<file path="src/rtl/mips_pkg.sv">
// Shared definitions for the MEM stage: access FSM states, timeout default,
// word-alignment helper and the packed MEM/WB payload.
package mips_pkg;

  typedef enum logic {
    IDLE = 1'b0,
    REQ  = 1'b1
  } mem_state_e;

  localparam int unsigned TIMEOUT_CYCLES_DEFAULT = 64;
  localparam logic [1:0]  WORD_ALIGN_MASK        = 2'b11;

  typedef struct packed {
    logic        valid;
    logic        reg_write;
    logic [4:0]  write_addr;
    logic [31:0] write_data;
    logic [31:0] pc_next;
    logic        misalign;
    logic        bus_err;
  } wb_t;

  function automatic logic is_word_aligned(input logic [31:0] addr);
    return (addr[1:0] & WORD_ALIGN_MASK) == 2'b00;
  endfunction

endpackage

</file>
<file path="src/rtl/mem_stage_if.sv">
// Data-memory request/acknowledge bus between the MEM stage (master) and memory (slave).
interface mem_stage_if;
  logic        dmem_req;
  logic        dmem_we;
  logic [31:0] dmem_addr;
  logic [31:0] dmem_wdata;
  logic        dmem_ack;
  logic [31:0] dmem_rdata;

  modport master (
    output dmem_req, dmem_we, dmem_addr, dmem_wdata,
    input  dmem_ack, dmem_rdata
  );

  modport slave (
    input  dmem_req, dmem_we, dmem_addr, dmem_wdata,
    output dmem_ack, dmem_rdata
  );
endinterface

</file>
<file path="src/rtl/reg_mem2wb.sv">
// MEM/WB pipeline register: loads a full payload on completion, otherwise
// inserts a bubble that keeps the data fields but kills valid, write and flags.
module reg_mem2wb
  import mips_pkg::*;
(
  input  logic clk,
  input  logic rst_n,
  input  logic load_i,
  input  wb_t  wb_d_i,
  output wb_t  wb_o
);

  wb_t wb_q;

  // NOTE: sequential state uses non-blocking (<=) so every register samples pre-edge values.
  // NOTE: every WB register is reset; none of this is memory, so nothing is left unreset.
  always_ff @(posedge clk or negedge rst_n) begin
    if (!rst_n) begin
      wb_q <= '0;
    end else if (load_i) begin
      wb_q <= wb_d_i;
    end else begin
      wb_q.valid     <= 1'b0;
      wb_q.reg_write <= 1'b0;
      wb_q.misalign  <= 1'b0;
      wb_q.bus_err   <= 1'b0;
    end
  end

  assign wb_o = wb_q;

endmodule

</file>
<file path="src/rtl/mem_stage.sv">
// MEM pipeline stage: issues one data-memory access per load/store, stalls the
// front of the pipe until ack or timeout, and feeds the MEM/WB register.
module mem_stage
  import mips_pkg::*;
#(
  parameter int unsigned TIMEOUT_CYCLES = TIMEOUT_CYCLES_DEFAULT
) (
  input  logic        clk,
  input  logic        rst_n,
  input  logic        valid_MEM,
  input  logic [31:0] PC_next_MEM,
  input  logic        MemtoReg_MEM,
  input  logic        MemWrite_MEM,
  input  logic        RegWrite_MEM,
  input  logic [4:0]  writeAddr_MEM,
  input  logic [31:0] ALU_result_MEM,
  input  logic [31:0] storeData_MEM,
  mem_stage_if.master dmem,
  output logic        stall_MEM,
  output logic        valid_WB,
  output logic        RegWrite_WB,
  output logic [4:0]  writeAddr_WB,
  output logic [31:0] writeData_WB,
  output logic [31:0] PC_next_WB,
  output logic        misalign_WB,
  output logic        bus_err_WB
);

  localparam int unsigned CNT_W = (TIMEOUT_CYCLES > 1) ? $clog2(TIMEOUT_CYCLES) : 1;
  localparam logic [CNT_W-1:0] CNT_LAST = CNT_W'(TIMEOUT_CYCLES - 1);

  mem_state_e        state_q;
  logic [CNT_W-1:0]  cnt_q;
  logic              req_q;
  logic              we_q;
  logic [31:0]       addr_q;
  logic [31:0]       wdata_q;

  logic mem_op;
  logic aligned;
  logic start;
  logic ack_done;
  logic timeout;
  logic misalign;
  logic wb_load;
  wb_t  wb_d;
  wb_t  wb_q;

  assign mem_op  = valid_MEM && (MemtoReg_MEM || MemWrite_MEM);
  assign aligned = is_word_aligned(ALU_result_MEM);

  // NOTE: every signal written in always_comb gets a default first so no latch is inferred.
  always_comb begin
    start    = 1'b0;
    ack_done = 1'b0;
    timeout  = 1'b0;
    misalign = 1'b0;
    case (state_q)
      IDLE: begin
        start    = mem_op && aligned;
        misalign = mem_op && !aligned;
      end
      REQ: begin
        ack_done = dmem.dmem_ack;
        timeout  = !dmem.dmem_ack && (cnt_q == CNT_LAST);
      end
    endcase
  end

  // Ack beats timeout in the last REQ cycle; either one ends the stall.
  assign stall_MEM = start || ((state_q == REQ) && !ack_done && !timeout);
  assign wb_load   = valid_MEM && !stall_MEM;

  always_ff @(posedge clk or negedge rst_n) begin
    if (!rst_n) begin
      state_q <= IDLE;
      cnt_q   <= '0;
      req_q   <= 1'b0;
      we_q    <= 1'b0;
      addr_q  <= '0;
      wdata_q <= '0;
    end else begin
      case (state_q)
        IDLE: begin
          if (start) begin
            state_q <= REQ;
            cnt_q   <= '0;
            req_q   <= 1'b1;
            we_q    <= MemWrite_MEM;
            addr_q  <= ALU_result_MEM;
            wdata_q <= storeData_MEM;
          end
        end
        REQ: begin
          if (ack_done || timeout) begin
            state_q <= IDLE;
            req_q   <= 1'b0;
          end else begin
            cnt_q <= cnt_q + CNT_W'(1);
          end
        end
      endcase
    end
  end

  assign dmem.dmem_req   = req_q;
  assign dmem.dmem_we    = we_q;
  assign dmem.dmem_addr  = addr_q;
  assign dmem.dmem_wdata = wdata_q;

  // Faulting ops complete but must not write the register file.
  always_comb begin
    wb_d            = '0;
    wb_d.valid      = 1'b1;
    wb_d.reg_write  = RegWrite_MEM && !misalign && !timeout;
    wb_d.write_addr = writeAddr_MEM;
    wb_d.write_data = (MemtoReg_MEM && ack_done) ? dmem.dmem_rdata : ALU_result_MEM;
    wb_d.pc_next    = PC_next_MEM;
    wb_d.misalign   = misalign;
    wb_d.bus_err    = timeout;
  end

  reg_mem2wb u_reg_mem2wb (
    .clk    (clk),
    .rst_n  (rst_n),
    .load_i (wb_load),
    .wb_d_i (wb_d),
    .wb_o   (wb_q)
  );

  assign valid_WB     = wb_q.valid;
  assign RegWrite_WB  = wb_q.reg_write;
  assign writeAddr_WB = wb_q.write_addr;
  assign writeData_WB = wb_q.write_data;
  assign PC_next_WB   = wb_q.pc_next;
  assign misalign_WB  = wb_q.misalign;
  assign bus_err_WB   = wb_q.bus_err;

endmodule

</file>
<file path="src/flat_wrapper.sv">
// flat-port wrapper written by rule: the top's interface ports become plain ports
module mem_stage_flat import mips_pkg::*;
#(
  parameter int unsigned TIMEOUT_CYCLES = TIMEOUT_CYCLES_DEFAULT
)
  (clk, rst_n, valid_MEM, PC_next_MEM, MemtoReg_MEM, MemWrite_MEM, RegWrite_MEM, writeAddr_MEM, ALU_result_MEM, storeData_MEM, stall_MEM, valid_WB, RegWrite_WB, writeAddr_WB, writeData_WB, PC_next_WB, misalign_WB, bus_err_WB, dmem_dmem_req, dmem_dmem_we, dmem_dmem_addr, dmem_dmem_wdata, dmem_dmem_ack, dmem_dmem_rdata);
  mem_stage_if dmem_i ();
  input  logic clk;
  input  logic rst_n;
  input  logic valid_MEM;
  input  logic [31:0] PC_next_MEM;
  input  logic MemtoReg_MEM;
  input  logic MemWrite_MEM;
  input  logic RegWrite_MEM;
  input  logic [4:0] writeAddr_MEM;
  input  logic [31:0] ALU_result_MEM;
  input  logic [31:0] storeData_MEM;
  output logic stall_MEM;
  output logic valid_WB;
  output logic RegWrite_WB;
  output logic [4:0] writeAddr_WB;
  output logic [31:0] writeData_WB;
  output logic [31:0] PC_next_WB;
  output logic misalign_WB;
  output logic bus_err_WB;
  output wire logic [$bits(dmem_i.dmem_req)-1:0] dmem_dmem_req;
  output wire logic [$bits(dmem_i.dmem_we)-1:0] dmem_dmem_we;
  output wire logic [$bits(dmem_i.dmem_addr)-1:0] dmem_dmem_addr;
  output wire logic [$bits(dmem_i.dmem_wdata)-1:0] dmem_dmem_wdata;
  input wire logic [$bits(dmem_i.dmem_ack)-1:0] dmem_dmem_ack;
  input wire logic [$bits(dmem_i.dmem_rdata)-1:0] dmem_dmem_rdata;
  assign dmem_dmem_req = dmem_i.dmem_req;
  assign dmem_dmem_we = dmem_i.dmem_we;
  assign dmem_dmem_addr = dmem_i.dmem_addr;
  assign dmem_dmem_wdata = dmem_i.dmem_wdata;
  assign dmem_i.dmem_ack = dmem_dmem_ack;
  assign dmem_i.dmem_rdata = dmem_dmem_rdata;
  mem_stage #(.TIMEOUT_CYCLES(TIMEOUT_CYCLES)) u_core (.clk(clk), .rst_n(rst_n), .valid_MEM(valid_MEM), .PC_next_MEM(PC_next_MEM), .MemtoReg_MEM(MemtoReg_MEM), .MemWrite_MEM(MemWrite_MEM), .RegWrite_MEM(RegWrite_MEM), .writeAddr_MEM(writeAddr_MEM), .ALU_result_MEM(ALU_result_MEM), .storeData_MEM(storeData_MEM), .dmem(dmem_i), .stall_MEM(stall_MEM), .valid_WB(valid_WB), .RegWrite_WB(RegWrite_WB), .writeAddr_WB(writeAddr_WB), .writeData_WB(writeData_WB), .PC_next_WB(PC_next_WB), .misalign_WB(misalign_WB), .bus_err_WB(bus_err_WB));
endmodule
</file>
<file path="config.mk">
export PLATFORM = sky130hd
export DESIGN_NAME = mem_stage_flat
export DESIGN_NICKNAME = d
export VERILOG_FILES = /design/src/rtl/mips_pkg.sv /design/src/rtl/mem_stage_if.sv /design/src/rtl/reg_mem2wb.sv /design/src/rtl/mem_stage.sv /design/src/flat_wrapper.sv
export SDC_FILE = /design/constraint.sdc
export NUM_CORES = 1
export LEC_CHECK = 0
export CELL_PAD_IN_SITES_DETAIL_PLACEMENT = 0
export CELL_PAD_IN_SITES_GLOBAL_PLACEMENT = 2
export CORE_ASPECT_RATIO = 1.2
export CORE_MARGIN = 1
export CORE_UTILIZATION = 31
export DETAILED_ROUTE_END_ITERATION = 6
export HOLD_SLACK_MARGIN = 0.02
export PLACE_DENSITY_LB_ADDON = 0.2
export SYNTH_ARGS = -nofsm -noshare
export SYNTH_HDL_FRONTEND = slang
export SYNTH_HIERARCHICAL = 1
export SYNTH_SLANG_ARGS = --single-unit
</file>
<file path="constraint.sdc">
create_clock -name clk -period 5.25 [get_ports clk]
set_input_delay 1.05 -clock clk [delete_from_list [all_inputs] [get_ports clk]]
set_output_delay 1.05 -clock clk [all_outputs]
set_load 0.01 [all_outputs]
</file>
==> impl_metrics.json <==
{
  "ctsHoldBuffers": 0,
  "yosysTopAreaCell": "dfrtp_1",
  "final_area_mm2": 0.0101,
  "place_hpwl_um": 12100,
  "cts.sinks": 146,
  "vias": 4238,
  "vias_per_cell": 4.47,
  "initial_core_util": 0.316,
  "status": "finished, final reports clean",
  "dp_slack_ps": 1090,
  "synth_most_common_cell": "dfrtp_1",
  "dpl.cell_count": 917,
  "setup_violations": 0,
  "skew_ps": 10.1,
  "whs_ps": 492,
  "synthDistinctLibCells": 36,
  "num_io_pins": 280,
  "ys_ff_latch": 146,
  "cp_common_cell": "clkdlybuf4s50_1",
  "p_leak_nw": 4.39,
  "syn_nets": 525,
  "grt.overflow.total": 0,
  "wl_per_cell_um": 18.4,
  "drt_iter0_markers": 100,
  "syn_area_per_cell_um2": 17.2,
  "route.detailed.drc": 0,
  "cts_resized": 0,
  "ant_nets": 0,
  "fp.coreArea_mm2": 0.0210,
  "grt_util_met1": 0.202,
  "min_to": "u_core/dmem.dmem_wdata[23]",
  "synth_top_area_frac": 0.552,
  "worst_pin_slew_ps": 1060,
  "crit_slowest_cell": "clkdlybuf4s50_1",
  "synth-simple-area-share": 0.0316,
  "first_pass_iters": 4,
  "synth_area_leaders": "dfrtp_1, mux2_4, mux2_2",
  "synthFlopType": "dfrtp_1",
  "cts_tree": "built",
  "critPathBufInv": 2,
  "min_path_type": "reg -> reg",
  "setup-tns-final_ps": 0,
  "crit_type": "in -> out",
  "synth_common_cells": "dfrtp_1, mux2_4, mux2_2, buf_12, buf_8",
  "antenna_found_initial": 0,
  "power_density_mw_per_mm2": 375,
  "clk_pin_slew_ps": 60,
  "critical_path.cell_chain": "clkdlybuf4s50_1, or2b_1, a21oi_1, or2_2, clkdlybuf4s50_1",
  "syn_inst": 384,
  "worst_slack_ps": 1090,
  "final_cells": 949,
  "yosysSeqAreaShare": 0.552,
  "synth-adder-area-share": 0.00189,
  "synth_edf_count": 0,
  "place.gp.congestion": 0.760,
  "drive_above_1_share": 0.303,
  "dieArea_mm2": 0.0219,
  "rsz0062_at_grt": "no",
  "grt_pass1_wl_um": 27000,
  "syn-cell-area_mm2": 0.00662,
  "synth_mux_area_frac": 0.358,
  "numPortBuffers": 279,
  "r2r_start": "u_core/state_q",
  "syn2layout_area_growth_pct": 52.8,
  "num_rows": 58,
  "die_w_um": 135,
  "holdPathStages": 1,
  "cts_buffers": 17,
  "reg2reg_to": "u_core/dmem.dmem_addr[2]",
  "grt_pass1_vias": 4560,
  "synth_compound_area_frac": 0.0129,
  "utilization": 0.482,
  "critPathLaunchType": "input port",
  "crit_fanout": 6,
  "hp-start": "u_core/dmem.dmem_wdata[23]",
  "synth_xor_xnor_area_share": 0,
  "busiest_layer": "met2",
  "r2r_slack_ps": 2570,
  "power_mw": 3.79,
  "reg2regPathDepth": 5,
  "die_h_um": 162,
  "slowest_delay_ps": 530,
  "finalHoldViolCount": 0,
  "post_dp_cell_area_mm2": 0.00953,
  "cts-root-buf": "clkbuf_16",
  "crit_path_end_kind": "primary output",
  "maxCapViolCount": 0,
  "drt_wl_total_um": 17500,
  "clk_latency_ps": 410,
  "synth_top_family_by_area": "multiplexers",
  "track_usage": 0.163,
  "drv_slew": 0,
  "clock_path_buffers": 2,
  "met3_usage": 0.0378,
  "yosys_warnings": 6,
  "crit_family": "buffers and inverters",
  "cp.depth": 5,
  "grt_max_degree": 88,
  "fmaxAchievable_ghz": 0.240,
  "vdd_ir_drop_max_mv": 0.208,
  "met2_usage": 0.276,
  "fin_crit_sh": 0.793,
  "async_flop_share": 1.00,
  "worstPathArrival_ps": 3110,
  "postCtsSetupBuffers": 0,
  "min_period_ps": 4160,
  "ctsHtreeMaxLevel": 4,
  "relSlewSlack": 0.292,
  "cp.required_ps": 4200,
  "nNetsFinal": 807,
  "num_antenna_cells": 0
}
where the power goes:
group	total [mW]	switching, mW	leakage [nW]	internal, mW
clock network	1.23	0.504	0.280	0.724
registers	1.47	0.130	1.74	1.34
logic	1.09	0.361	2.36	0.732
final cells by class:
class	count	area (µm²)
inverters	4	15.0
clock inverters	12	146
clock buffers	20	447
multi-input cells	213	2690
fillers	1847	10900
flip-flops and latches	146	3650
repair buffers	284	2830
well taps	270	338
registers in the layout (all words and copies together), names as in the netlist:
name and cells:
u_core/u_reg_mem2wb/wb_o 73, u_core/dmem.dmem_addr 32, u_core/dmem.dmem_wdata 32, u_core/cnt_q 6
u_core/dmem.dmem_req 1, u_core/dmem.dmem_we 1, u_core/state_q 1
kinds of logic after synthesis:
logic type               Yosys count
other                              1
adder cells (fa/ha/maj)            1
AND/OR/NAND/NOR                   32
multiplexers                     168
buffers and inverters             25
flip-flops                       146
AO/OA/AOI/OAI                     11
cell usage in the layout, fill, tap and decap left out, types with 4 or more instances in the layout:
master / n
mux2_2: 35
clkdlybuf4s50_1: 278
nor2_1: 5
mux2i_1: 4
inv_6: 4
inv_1: 4
buf_4: 5
dfrtp_1: 146
o41ai_1: 4
and2_1: 4
mux2_4: 128
clkbuf_16: 17
metal layers:
layer | wire length (µm) | share of wire
met1 | 7290 | 0.42
met2 | 9090 | 0.52
met3 | 790 | 0.045
met4 | 278 | 0.016
met5 | 0 | 0
how the worst max path moves through the flow:
| stage | from | to | slack (ps) |
|---|---|---|---|
| final | dmem_dmem_ack | stall_MEM | 1090 |
| after global routing | dmem_dmem_ack | stall_MEM | 1020 |
| after CTS | dmem_dmem_ack | stall_MEM | 1080 |
| after detailed placement | dmem_dmem_ack | stall_MEM | 1090 |
| after global placement | dmem_dmem_ack | stall_MEM | 1140 |
| after floorplan | ALU_result_MEM[1] | stall_MEM | 1870 |
(Power assumes the default switching activity.)
